**src/rtl/sram_bus_arbiter_if.sv**
```systemverilog
// One SRAM-like channel: address phase (req .. wdata / addr_ok) plus data phase (data_ok, rdata).
// The master modport issues requests; the slave modport accepts them and returns data.
interface sram_bus_arbiter_if;
  logic        req;
  logic        wr;
  logic [1:0]  size;
  logic [31:0] addr;
  logic [3:0]  wstrb;
  logic [31:0] wdata;
  logic        addr_ok;
  logic        data_ok;
  logic [31:0] rdata;

  modport master (
    output req, wr, size, addr, wstrb, wdata,
    input  addr_ok, data_ok, rdata
  );

  modport slave (
    input  req, wr, size, addr, wstrb, wdata,
    output addr_ok, data_ok, rdata
  );
endinterface

```
**src/rtl/sram_bus_arbiter.sv**
```systemverilog
// Shares one SRAM-like port between fetch (inst) and load/store (data) masters, routing returns
// in issue order. Define SRAM_ARB_RR_EN for round-robin tie-breaking (default: data over inst).
module sram_bus_arbiter #(
  parameter int unsigned OUTST_DEPTH = 2,
  parameter int unsigned PTR_W       = $clog2(OUTST_DEPTH)
) (
  input  logic               clk,
  input  logic               reset,
  sram_bus_arbiter_if.slave  inst_bus,
  sram_bus_arbiter_if.slave  data_bus,
  sram_bus_arbiter_if.master mem_bus
);

  localparam logic [PTR_W:0]   FullCount = (PTR_W + 1)'(OUTST_DEPTH);
  localparam logic [PTR_W:0]   CntOne    = (PTR_W + 1)'(1);
  localparam logic [PTR_W-1:0] PtrOne    = PTR_W'(1);

  logic [PTR_W:0]         count_q, count_d;
  logic [PTR_W-1:0]       wr_ptr_q, wr_ptr_d;
  logic [PTR_W-1:0]       rd_ptr_q, rd_ptr_d;
  logic [OUTST_DEPTH-1:0] id_fifo_q, id_fifo_d;
  logic                   lock_valid_q, lock_valid_d;
  logic                   lock_id_q, lock_id_d;

  logic sel;        // 0 = inst, 1 = data
  logic grant;
  logic handshake;
  logic pop;
  logic head;

`ifdef SRAM_ARB_RR_EN
  logic rr_last_q, rr_last_d;
`endif

  // Full check uses registered count only, so mem_data_ok never reaches mem_req.
  always_comb begin
    sel   = 1'b0;
    grant = 1'b0;
    if (lock_valid_q) begin
      sel   = lock_id_q;
      grant = lock_id_q ? data_bus.req : inst_bus.req;
    end else if (count_q == FullCount) begin
      sel   = 1'b0;
      grant = 1'b0;
    end else begin
`ifdef SRAM_ARB_RR_EN
      if (inst_bus.req && data_bus.req) begin
        sel = ~rr_last_q;
      end else begin
        sel = data_bus.req;
      end
`else
      sel = data_bus.req;
`endif
      grant = inst_bus.req | data_bus.req;
    end
  end

  always_comb begin
    mem_bus.req   = grant;
    mem_bus.wr    = sel ? data_bus.wr    : inst_bus.wr;
    mem_bus.size  = sel ? data_bus.size  : inst_bus.size;
    mem_bus.addr  = sel ? data_bus.addr  : inst_bus.addr;
    mem_bus.wstrb = sel ? data_bus.wstrb : inst_bus.wstrb;
    mem_bus.wdata = sel ? data_bus.wdata : inst_bus.wdata;

    handshake = grant && mem_bus.addr_ok;
    head      = id_fifo_q[rd_ptr_q];
    pop       = mem_bus.data_ok && (count_q != '0);

    inst_bus.addr_ok = handshake && !sel;
    data_bus.addr_ok = handshake && sel;
    inst_bus.data_ok = pop && !head;
    data_bus.data_ok = pop && head;
    inst_bus.rdata   = mem_bus.rdata;
    data_bus.rdata   = mem_bus.rdata;
  end

  always_comb begin
    count_d      = count_q;
    wr_ptr_d     = wr_ptr_q;
    rd_ptr_d     = rd_ptr_q;
    id_fifo_d    = id_fifo_q;
    lock_valid_d = lock_valid_q;
    lock_id_d    = lock_id_q;

    if (handshake) begin
      id_fifo_d[wr_ptr_q] = sel;
      wr_ptr_d            = wr_ptr_q + PtrOne;
    end
    if (pop) begin
      rd_ptr_d = rd_ptr_q + PtrOne;
    end
    unique case ({handshake, pop})
      2'b10:   count_d = count_q + CntOne;
      2'b01:   count_d = count_q - CntOne;
      default: count_d = count_q;
    endcase

    // Hold the winner until its address phase completes.
    if (handshake) begin
      lock_valid_d = 1'b0;
    end else if (grant) begin
      lock_valid_d = 1'b1;
      lock_id_d    = sel;
    end
  end

`ifdef SRAM_ARB_RR_EN
  always_comb begin
    rr_last_d = rr_last_q;
    if (handshake) begin
      rr_last_d = sel;
    end
  end

  always_ff @(posedge clk) begin
    if (reset) begin
      rr_last_q <= 1'b0;
    end else begin
      rr_last_q <= rr_last_d;
    end
  end
`endif

  always_ff @(posedge clk) begin
    if (reset) begin
      count_q      <= '0;
      wr_ptr_q     <= '0;
      rd_ptr_q     <= '0;
      id_fifo_q    <= '0;
      lock_valid_q <= 1'b0;
      lock_id_q    <= 1'b0;
    end else begin
      count_q      <= count_d;
      wr_ptr_q     <= wr_ptr_d;
      rd_ptr_q     <= rd_ptr_d;
      id_fifo_q    <= id_fifo_d;
      lock_valid_q <= lock_valid_d;
      lock_id_q    <= lock_id_d;
    end
  end

endmodule

```
**src/flat_wrapper.sv**
```systemverilog
// flat-port wrapper written by rule: the top's interface ports become plain ports
module sram_bus_arbiter_flat 
#(
  parameter int unsigned OUTST_DEPTH = 2,
  parameter int unsigned PTR_W       = $clog2(OUTST_DEPTH)
)
  (clk, reset, inst_bus_req, inst_bus_wr, inst_bus_size, inst_bus_addr, inst_bus_wstrb, inst_bus_wdata, inst_bus_addr_ok, inst_bus_data_ok, inst_bus_rdata, data_bus_req, data_bus_wr, data_bus_size, data_bus_addr, data_bus_wstrb, data_bus_wdata, data_bus_addr_ok, data_bus_data_ok, data_bus_rdata, mem_bus_req, mem_bus_wr, mem_bus_size, mem_bus_addr, mem_bus_wstrb, mem_bus_wdata, mem_bus_addr_ok, mem_bus_data_ok, mem_bus_rdata);
  sram_bus_arbiter_if inst_bus_i ();
  sram_bus_arbiter_if data_bus_i ();
  sram_bus_arbiter_if mem_bus_i ();
  input  logic clk;
  input  logic reset;
  input wire logic [$bits(inst_bus_i.req)-1:0] inst_bus_req;
  input wire logic [$bits(inst_bus_i.wr)-1:0] inst_bus_wr;
  input wire logic [$bits(inst_bus_i.size)-1:0] inst_bus_size;
  input wire logic [$bits(inst_bus_i.addr)-1:0] inst_bus_addr;
  input wire logic [$bits(inst_bus_i.wstrb)-1:0] inst_bus_wstrb;
  input wire logic [$bits(inst_bus_i.wdata)-1:0] inst_bus_wdata;
  output wire logic [$bits(inst_bus_i.addr_ok)-1:0] inst_bus_addr_ok;
  output wire logic [$bits(inst_bus_i.data_ok)-1:0] inst_bus_data_ok;
  output wire logic [$bits(inst_bus_i.rdata)-1:0] inst_bus_rdata;
  input wire logic [$bits(data_bus_i.req)-1:0] data_bus_req;
  input wire logic [$bits(data_bus_i.wr)-1:0] data_bus_wr;
  input wire logic [$bits(data_bus_i.size)-1:0] data_bus_size;
  input wire logic [$bits(data_bus_i.addr)-1:0] data_bus_addr;
  input wire logic [$bits(data_bus_i.wstrb)-1:0] data_bus_wstrb;
  input wire logic [$bits(data_bus_i.wdata)-1:0] data_bus_wdata;
  output wire logic [$bits(data_bus_i.addr_ok)-1:0] data_bus_addr_ok;
  output wire logic [$bits(data_bus_i.data_ok)-1:0] data_bus_data_ok;
  output wire logic [$bits(data_bus_i.rdata)-1:0] data_bus_rdata;
  output wire logic [$bits(mem_bus_i.req)-1:0] mem_bus_req;
  output wire logic [$bits(mem_bus_i.wr)-1:0] mem_bus_wr;
  output wire logic [$bits(mem_bus_i.size)-1:0] mem_bus_size;
  output wire logic [$bits(mem_bus_i.addr)-1:0] mem_bus_addr;
  output wire logic [$bits(mem_bus_i.wstrb)-1:0] mem_bus_wstrb;
  output wire logic [$bits(mem_bus_i.wdata)-1:0] mem_bus_wdata;
  input wire logic [$bits(mem_bus_i.addr_ok)-1:0] mem_bus_addr_ok;
  input wire logic [$bits(mem_bus_i.data_ok)-1:0] mem_bus_data_ok;
  input wire logic [$bits(mem_bus_i.rdata)-1:0] mem_bus_rdata;
  assign inst_bus_i.req = inst_bus_req;
  assign inst_bus_i.wr = inst_bus_wr;
  assign inst_bus_i.size = inst_bus_size;
  assign inst_bus_i.addr = inst_bus_addr;
  assign inst_bus_i.wstrb = inst_bus_wstrb;
  assign inst_bus_i.wdata = inst_bus_wdata;
  assign inst_bus_addr_ok = inst_bus_i.addr_ok;
  assign inst_bus_data_ok = inst_bus_i.data_ok;
  assign inst_bus_rdata = inst_bus_i.rdata;
  assign data_bus_i.req = data_bus_req;
  assign data_bus_i.wr = data_bus_wr;
  assign data_bus_i.size = data_bus_size;
  assign data_bus_i.addr = data_bus_addr;
  assign data_bus_i.wstrb = data_bus_wstrb;
  assign data_bus_i.wdata = data_bus_wdata;
  assign data_bus_addr_ok = data_bus_i.addr_ok;
  assign data_bus_data_ok = data_bus_i.data_ok;
  assign data_bus_rdata = data_bus_i.rdata;
  assign mem_bus_req = mem_bus_i.req;
  assign mem_bus_wr = mem_bus_i.wr;
  assign mem_bus_size = mem_bus_i.size;
  assign mem_bus_addr = mem_bus_i.addr;
  assign mem_bus_wstrb = mem_bus_i.wstrb;
  assign mem_bus_wdata = mem_bus_i.wdata;
  assign mem_bus_i.addr_ok = mem_bus_addr_ok;
  assign mem_bus_i.data_ok = mem_bus_data_ok;
  assign mem_bus_i.rdata = mem_bus_rdata;
  sram_bus_arbiter #(.OUTST_DEPTH(OUTST_DEPTH), .PTR_W(PTR_W)) u_core (.clk(clk), .reset(reset), .inst_bus(inst_bus_i), .data_bus(data_bus_i), .mem_bus(mem_bus_i));
endmodule
```
**config.mk**
```make
export PLATFORM = sky130hd
export DESIGN_NAME = sram_bus_arbiter_flat
export DESIGN_NICKNAME = d
export VERILOG_FILES = /design/src/rtl/sram_bus_arbiter_if.sv /design/src/rtl/sram_bus_arbiter.sv /design/src/flat_wrapper.sv
export SDC_FILE = /design/constraint.sdc
export NUM_CORES = 1
export LEC_CHECK = 0
export ABC_AREA = 1
export ABC_CLOCK_PERIOD_IN_PS = 3900
export BUFFER_PORTS_ARGS = -buffer_cell sky130_fd_sc_hd__buf_2
export CORE_AREA = 5 5 122 124
export CTS_CLUSTER_DIAMETER = 60
export DETAILED_ROUTE_END_ITERATION = 8
export DIE_AREA = 0 0 127 129
export PLACE_DENSITY = 0.55
export SYNTH_ARGS = -nofsm -noshare
export SYNTH_HDL_FRONTEND = slang
export SYNTH_SLANG_ARGS = --single-unit
```
**constraint.sdc**
```tcl
create_clock -name clk -period 3.9 [get_ports clk]
set_input_delay 0.195 -clock clk [delete_from_list [all_inputs] [get_ports clk]]
set_output_delay 0.195 -clock clk [all_outputs]
set_load 0.05 [all_outputs]
```
==> results of run 1 <==
[kinds of logic after synthesis]
logic type / count (synthesis) / share of synthesized area
DFF: 8 / 0.0841
AOI/OAI and AO/OA: 12 / 0.0315
buffers and inverters: 97 / 0.377
adders and majority gates: 1 / 0.00657
and+or+nand+nor: 247 / 0.501
[worst paths after layout]
kind / end / slack, ps / cells after the start / start
worst max-delay path: mem_bus_wdata[18] / 1670 / 8 / u_core.count_q[0]$_SDFFE_PP0P_
worst min-delay path: u_core.wr_ptr_q$_SDFFE_PP0N_ / 180 / 2 / reset
worst max register to register: u_core.lock_id_q$_SDFFE_PP0P_ / 2210 / 7 / u_core.count_q[0]$_SDFFE_PP0P_
worst min register to register: u_core.rd_ptr_q$_SDFFE_PP0P_ / 460 / 1 / u_core.rd_ptr_q$_SDFFE_PP0P_
[report_power, final]
group          internal [mW]  switching [mW]
logic                  0.267           0.908
clock network          0.132          0.0376
registers             0.0988          0.0136
[routing by layer]
metal | GRT usage | wire (um) | up-vias | part of all wire
met5 | 0 | 0 | - | 0
met4 | 0.0265 | 210 | 0 | 0.026
met3 | 0.0374 | 1170 | 26 | 0.15
met2 | 0.144 | 3770 | 165 | 0.47
met1 | 0.0906 | 2800 | 1016 | 0.35
li1 | - | - | 1318 | -
[placed cells by master (no fill, tap or decap)]
cell | netlist | final
o21ai_1 | 1 | 1
nand2_2 | 2 | 2
nand3_4 | 1 | 1
clkbuf_16 | 0 | 3
inv_1 | 15 | 15
ha_1 | 1 | 1
nand4_1 | 1 | 1
nand2_1 | 229 | 229
nand3_1 | 4 | 4
inv_2 | 2 | 2
buf_2 | 1 | 223
buf_4 | 64 | 1
o21ai_0 | 6 | 6
nor2_1 | 10 | 10
buf_12 | 0 | 1
a21oi_1 | 5 | 5
dfxtp_1 | 8 | 8
[cells in the mapped netlist]
library cell	number
buf_6	15
nand2_1	229
nand2_2	2
inv_2	2
nand3_4	1
nand4_1	1
nand3_1	4
buf_4	64
buf_2	1
ha_1	1
inv_1	15
dfxtp_1	8
o21ai_1	1
o21ai_0	6
nor2_1	10
a21oi_1	5
[per-stage QoR]
step	cells	utilization	cell area (um^2)
2_1_floorplan	365	-	1900
3_3_place_gp	690	0.192	2620
3_5_place_dp	690	0.192	2620
4_1_cts	693	0.197	2690
5_1_grt	693	0.197	2690
6_report	693	0.197	2690
[registers in the layout (all words and copies together) (netlist names)]
signal / flops
u_core.count_q: 2
u_core.lock_valid_q: 1
u_core.id_fifo_q: 2
u_core.rd_ptr_q: 1
u_core.lock_id_q: 1
u_core.wr_ptr_q: 1
[layout make-up]
| type | instances | area (um^2) | area share |
|---|---|---|---|
| well taps | 180 | 225 | 0.0836 |
| flip-flops and latches | 8 | 160 | 0.0595 |
| multi-input cells | 260 | 1030 | 0.381 |
| inverters | 17 | 63.8 | 0.0237 |
| repair buffers | 225 | 1140 | 0.425 |
| clock buffers | 3 | 75.1 | 0.0279 |
[critical path: stages, from the launching register on]
cell	delay, ps
dfxtp_1	400
inv_2	40
nand2_1	70
nand3_1	80
nand2_2	80
buf_4	550
nand2_1	150
nand2_1	110
buf_2	260
==> qor.yml, run 1 <==
global_route:
  grt_pass1_wl_um: 11300
  gr-usage-all-layers: 0.0827
  overflow: 0
  grt_start_max_net_pins: 74
  antenna_found_initial: 0
  grt_pass1_vias: 2324
timing:
  max_freq_mhz: 449
  worst_pin_slew_ps: 751
  slew_headroom: 0.500
  hold_viol_final: 0
  setup_violations: 0
  setup_ws_ps: 1670
  finClkSkew_ps: 1.14
  period_share: 0.572
  report.final.slew_viol_count: 0
  rsz0062_at_grt: "false"
  hold_ws_ps: 177
  tns_ps: 0
  finalCriticalPeriod_ps: 2230
power_and_ir_drop:
  p_leak_nw: 1.81
  max-vdd-ir-drop_mv: 0.201
  power_density_nw_per_um2: 541
  power_mw: 1.46
die:
  rows: 43
  fp.dieH_um: 129
  die_x_um: 127
  start_util: 0.139
  coreArea_um2: 13700
  design.die.area_um2: 16400
  io_pins: 320
route:
  firstDrtPassIters: 4
  vias: 2525
  routed_wl_um: 7950
  avgRoutedWirePerCell_um: 11.5
  remaining_drc_errors: 0
  ant_nets: 0
  avgViaCountPerCell: 3.64
  drt_iter0_markers: 123
cells_and_area:
  antennaDiodeCount: 0
  layout-drive-gt1-share: 0.454
  fillers: 1653
  syn2layout_area_growth_pct: 41.5
  finalNetCount: 696
setup_path:
  cp_max_fo: 73
  cp.required_ps: 3700
  path_class: "reg -> out"
  worstPathArrival_ps: 2030
  end_kind: "primary output"
  cp-start-kind: "flip-flop"
yosys:
  syn_inst: 365
  yosysUniqueCellTypes: 16
  syn-num-nets: 546
  yosysTopAreaCell: "nand2_1"
  synth.yosys.seq_area_share: 0.0841
  yosys_warnings: 0
  synth_seq_cells: 8
  synth_top_area_share: 0.451
  syn_area_um2: 1900
  synth.area.top_cells: "nand2_1 (45%), buf_4 (25%), buf_6 (8.9%)"
  syn_avg_cell_area_um2: 5.22
placed_design:
  detailedPlace.worstSlack_ps: 1900
  gp_congestion: 0.696
  dpl.hpwl_um: 6720
  io_buffer_count: 223
cts:
  cts_made_buffers: 3
  cts_root_buf: "clkbuf_16"
  cts_resized: 0
  clock-sinks: 8
  cts_tree: "yes"
  htree_num_levels: 1
  clockBufferDepth: 2
  cts.clk_slew.worst_paths_ps: 40
  cts_setup_buffers: 0
  cts-hold-fix-buffers: 0
  clk_latency_ps: 230
job:
  maxCapViolations: 0
min_path:
  hold_class: "in -> reg"
run_status:
  status: "finished clean"
Power figures use the tool's default switching activity.
==> run 2, diff against run 1 <==
Settings changed: ABC_CLOCK_PERIOD_IN_PS 3900 to 2300, CORE_AREA 5 5 122 124 to 5 5 121 123, DIE_AREA 0 0 127 129 to 0 0 126 128.
Clock period 3.9 ns to 2.3 ns, I/O delays scaled along.
==> run 2 against run 1 <==
Against the previous run: first-iteration DRC count is 8.1% lower; largest power group unchanged; routed wire length is 5.8% lower; sequential power is 70% higher; combinational power is 73% higher; global-route usage is 0.10 points lower; clock skew is 1.2 ps higher; count of clock-buffer cells in the layout stayed put; sequential share of layout area is 0.11 points lower; critical endpoint is now mem_bus_wdata[23].
==> qor.yml, run 2 (synthesized netlist as in run 1, its figures left out) <==
setup_path:
  crit_path_frequent_cell: "nand2_1"
  end_kind: "primary output"
  r2r-start: "u_core.count_q[0]$_SDFFE_PP0P_"
  cp_slowest_cell: "dfxtp_1"
  path_class: "reg -> out"
  cp_max_fo: 41
  worstRegToRegCells: 8
  cp.required_ps: 2180
  critPathTopFamily: "buffers and inverters"
  cp-start-kind: "flip-flop"
  crit_chain: "inv_2 > nand2_1 > nand3_1 > nand2_2 > buf_4 > nand2_1 > nand2_1 > buf_2"
  cp_num_buf_inv: 3
  r2r_end: "u_core.count_q[1]$_SDFFE_PP0P_"
  worstPathArrival_ps: 1820
  cpPeakStageDelay_ps: 400
  reg2reg_slack_ps: 710
min_path:
  min_from: "reset"
  hold_end: "u_core.wr_ptr_q$_SDFFE_PP0N_"
  hold_depth: 2
  hold_class: "in -> reg"
cts:
  clockBufferDepth: 2
  cts_setup_buffers: 0
  cts_made_buffers: 3
  cts.clk_slew.worst_paths_ps: 40
  cts-hold-fix-buffers: 0
  clock-sinks: 8
  cts_tree: "yes"
  cts_root_buf: "clkbuf_16"
  htree_num_levels: 1
  cts_resized: 0
  clk_latency_ps: 230
cells_and_area:
  final_common_cell: "nand2_1"
  antennaDiodeCount: 0
  syn2layout_area_growth_pct: 44.2
  final_cell_mix: "nand2_1 (229), buf_2 (220), inv_1 (15)"
  finalNetCount: 697
  final_core_util: 0.203
  reg_top3: "u_core.count_q x2, u_core.id_fifo_q x2"
  final_cells: 694
  fin_area_um2: 2750
  layout-drive-gt1-share: 0.455
route:
  vias: 2492
  ant_nets: 0
  avgViaCountPerCell: 3.59
  routed_wl_um: 7490
  drt_iter0_markers: 113
  remaining_drc_errors: 0
  avgRoutedWirePerCell_um: 10.8
  firstDrtPassIters: 4
die:
  coreArea_um2: 13600
  start_util: 0.140
  rows: 43
  fp.dieH_um: 128
  die_x_um: 126
  io_pins: 320
  design.die.area_um2: 16100
global_route:
  grt_start_max_net_pins: 75
  grt_pass1_vias: 2317
  grt_pass1_wl_um: 11100
  overflow: 0
  antenna_found_initial: 0
  gr-usage-all-layers: 0.0817
timing:
  finClkSkew_ps: 2.35
  worst_pin_slew_ps: 431
  report.final.slew_viol_count: 0
  rsz0062_at_grt: "false"
  setup_violations: 0
  slew_headroom: 0.713
  max_freq_mhz: 517
  finalCriticalPeriod_ps: 1930
  hold_viol_final: 0
  tns_ps: 0
  period_share: 0.841
power_and_ir_drop:
  power_density_nw_per_um2: 918
  p_leak_nw: 1.83
  power_mw: 2.52
  max-vdd-ir-drop_mv: 0.398
placed_design:
  io_buffer_count: 223
  gp_congestion: 0.727
  dpl.hpwl_um: 6160
  dp.cells: 691
  placed_cell_area_um2: 2670
job:
  maxCapViolations: 0
run_status:
  status: "finished clean"
[run 2: how the worst max path moves through the flow]
stage	startpoint	to	slack (ps)	cells past startpoint
final	u_core.count_q[0]$_SDFFE_PP0P_	mem_bus_wdata[23]	370	8
after global routing	u_core.count_q[0]$_SDFFE_PP0P_	mem_bus_wdata[28]	150	8
after CTS	u_core.count_q[0]$_SDFFE_PP0P_	mem_bus_wdata[28]	330	8
after detailed placement	u_core.count_q[0]$_SDFFE_PP0P_	mem_bus_wdata[28]	580	8
after global placement	u_core.count_q[0]$_SDFFE_PP0P_	mem_bus_wdata[28]	580	8
after floorplan	u_core.count_q[0]$_SDFFE_PP0P_	inst_bus_addr_ok	690	7
[run 2: layout make-up]
| type | count | area [um^2] |
|---|---|---|
| fill | 1586 | 10800 |
| timing repair buffer | 226 | 1200 |
| multi-input combinational | 260 | 1030 |
| tap | 180 | 225 |
| sequential | 8 | 160 |
| clock buffer | 3 | 75.1 |
| inverter | 17 | 63.8 |
[run 2: stage by stage]
step / setup slack [ps] / hold WS, ps
final: 365 / 85.5
after global routing: 151 / 95.6
after CTS: 327 / 82.0
after detailed placement: 576 / 230
after global placement: 579 / 230
after floorplan: 692 / 184
[run 2: where the power goes]
| part | internal (mW) | switching, mW | leakage [nW] |
|---|---|---|---|
| Combinational | 0.490 | 1.55 | 1.73 |
| Clock | 0.224 | 0.0680 | 0.0370 |
| Sequential | 0.167 | 0.0229 | 0.0659 |
| Total | 0.881 | 1.64 | 1.83 |
[run 2: worst register-to-register path: stages (launching register included)]
cell,delay [ps]
dfxtp_1,340
o21ai_0,320
inv_1,120
ha_1,300
inv_1,80
nand2_1,60
nor2_1,110
o21ai_0,90
a21oi_1,110
[run 2: per-layer routing]
metal / track usage / wire, um
met1: 0.0928 / 2750
met2: 0.133 / 3460
met3: 0.0438 / 1140
met4: 0.0252 / 143
met5: 0 / 0
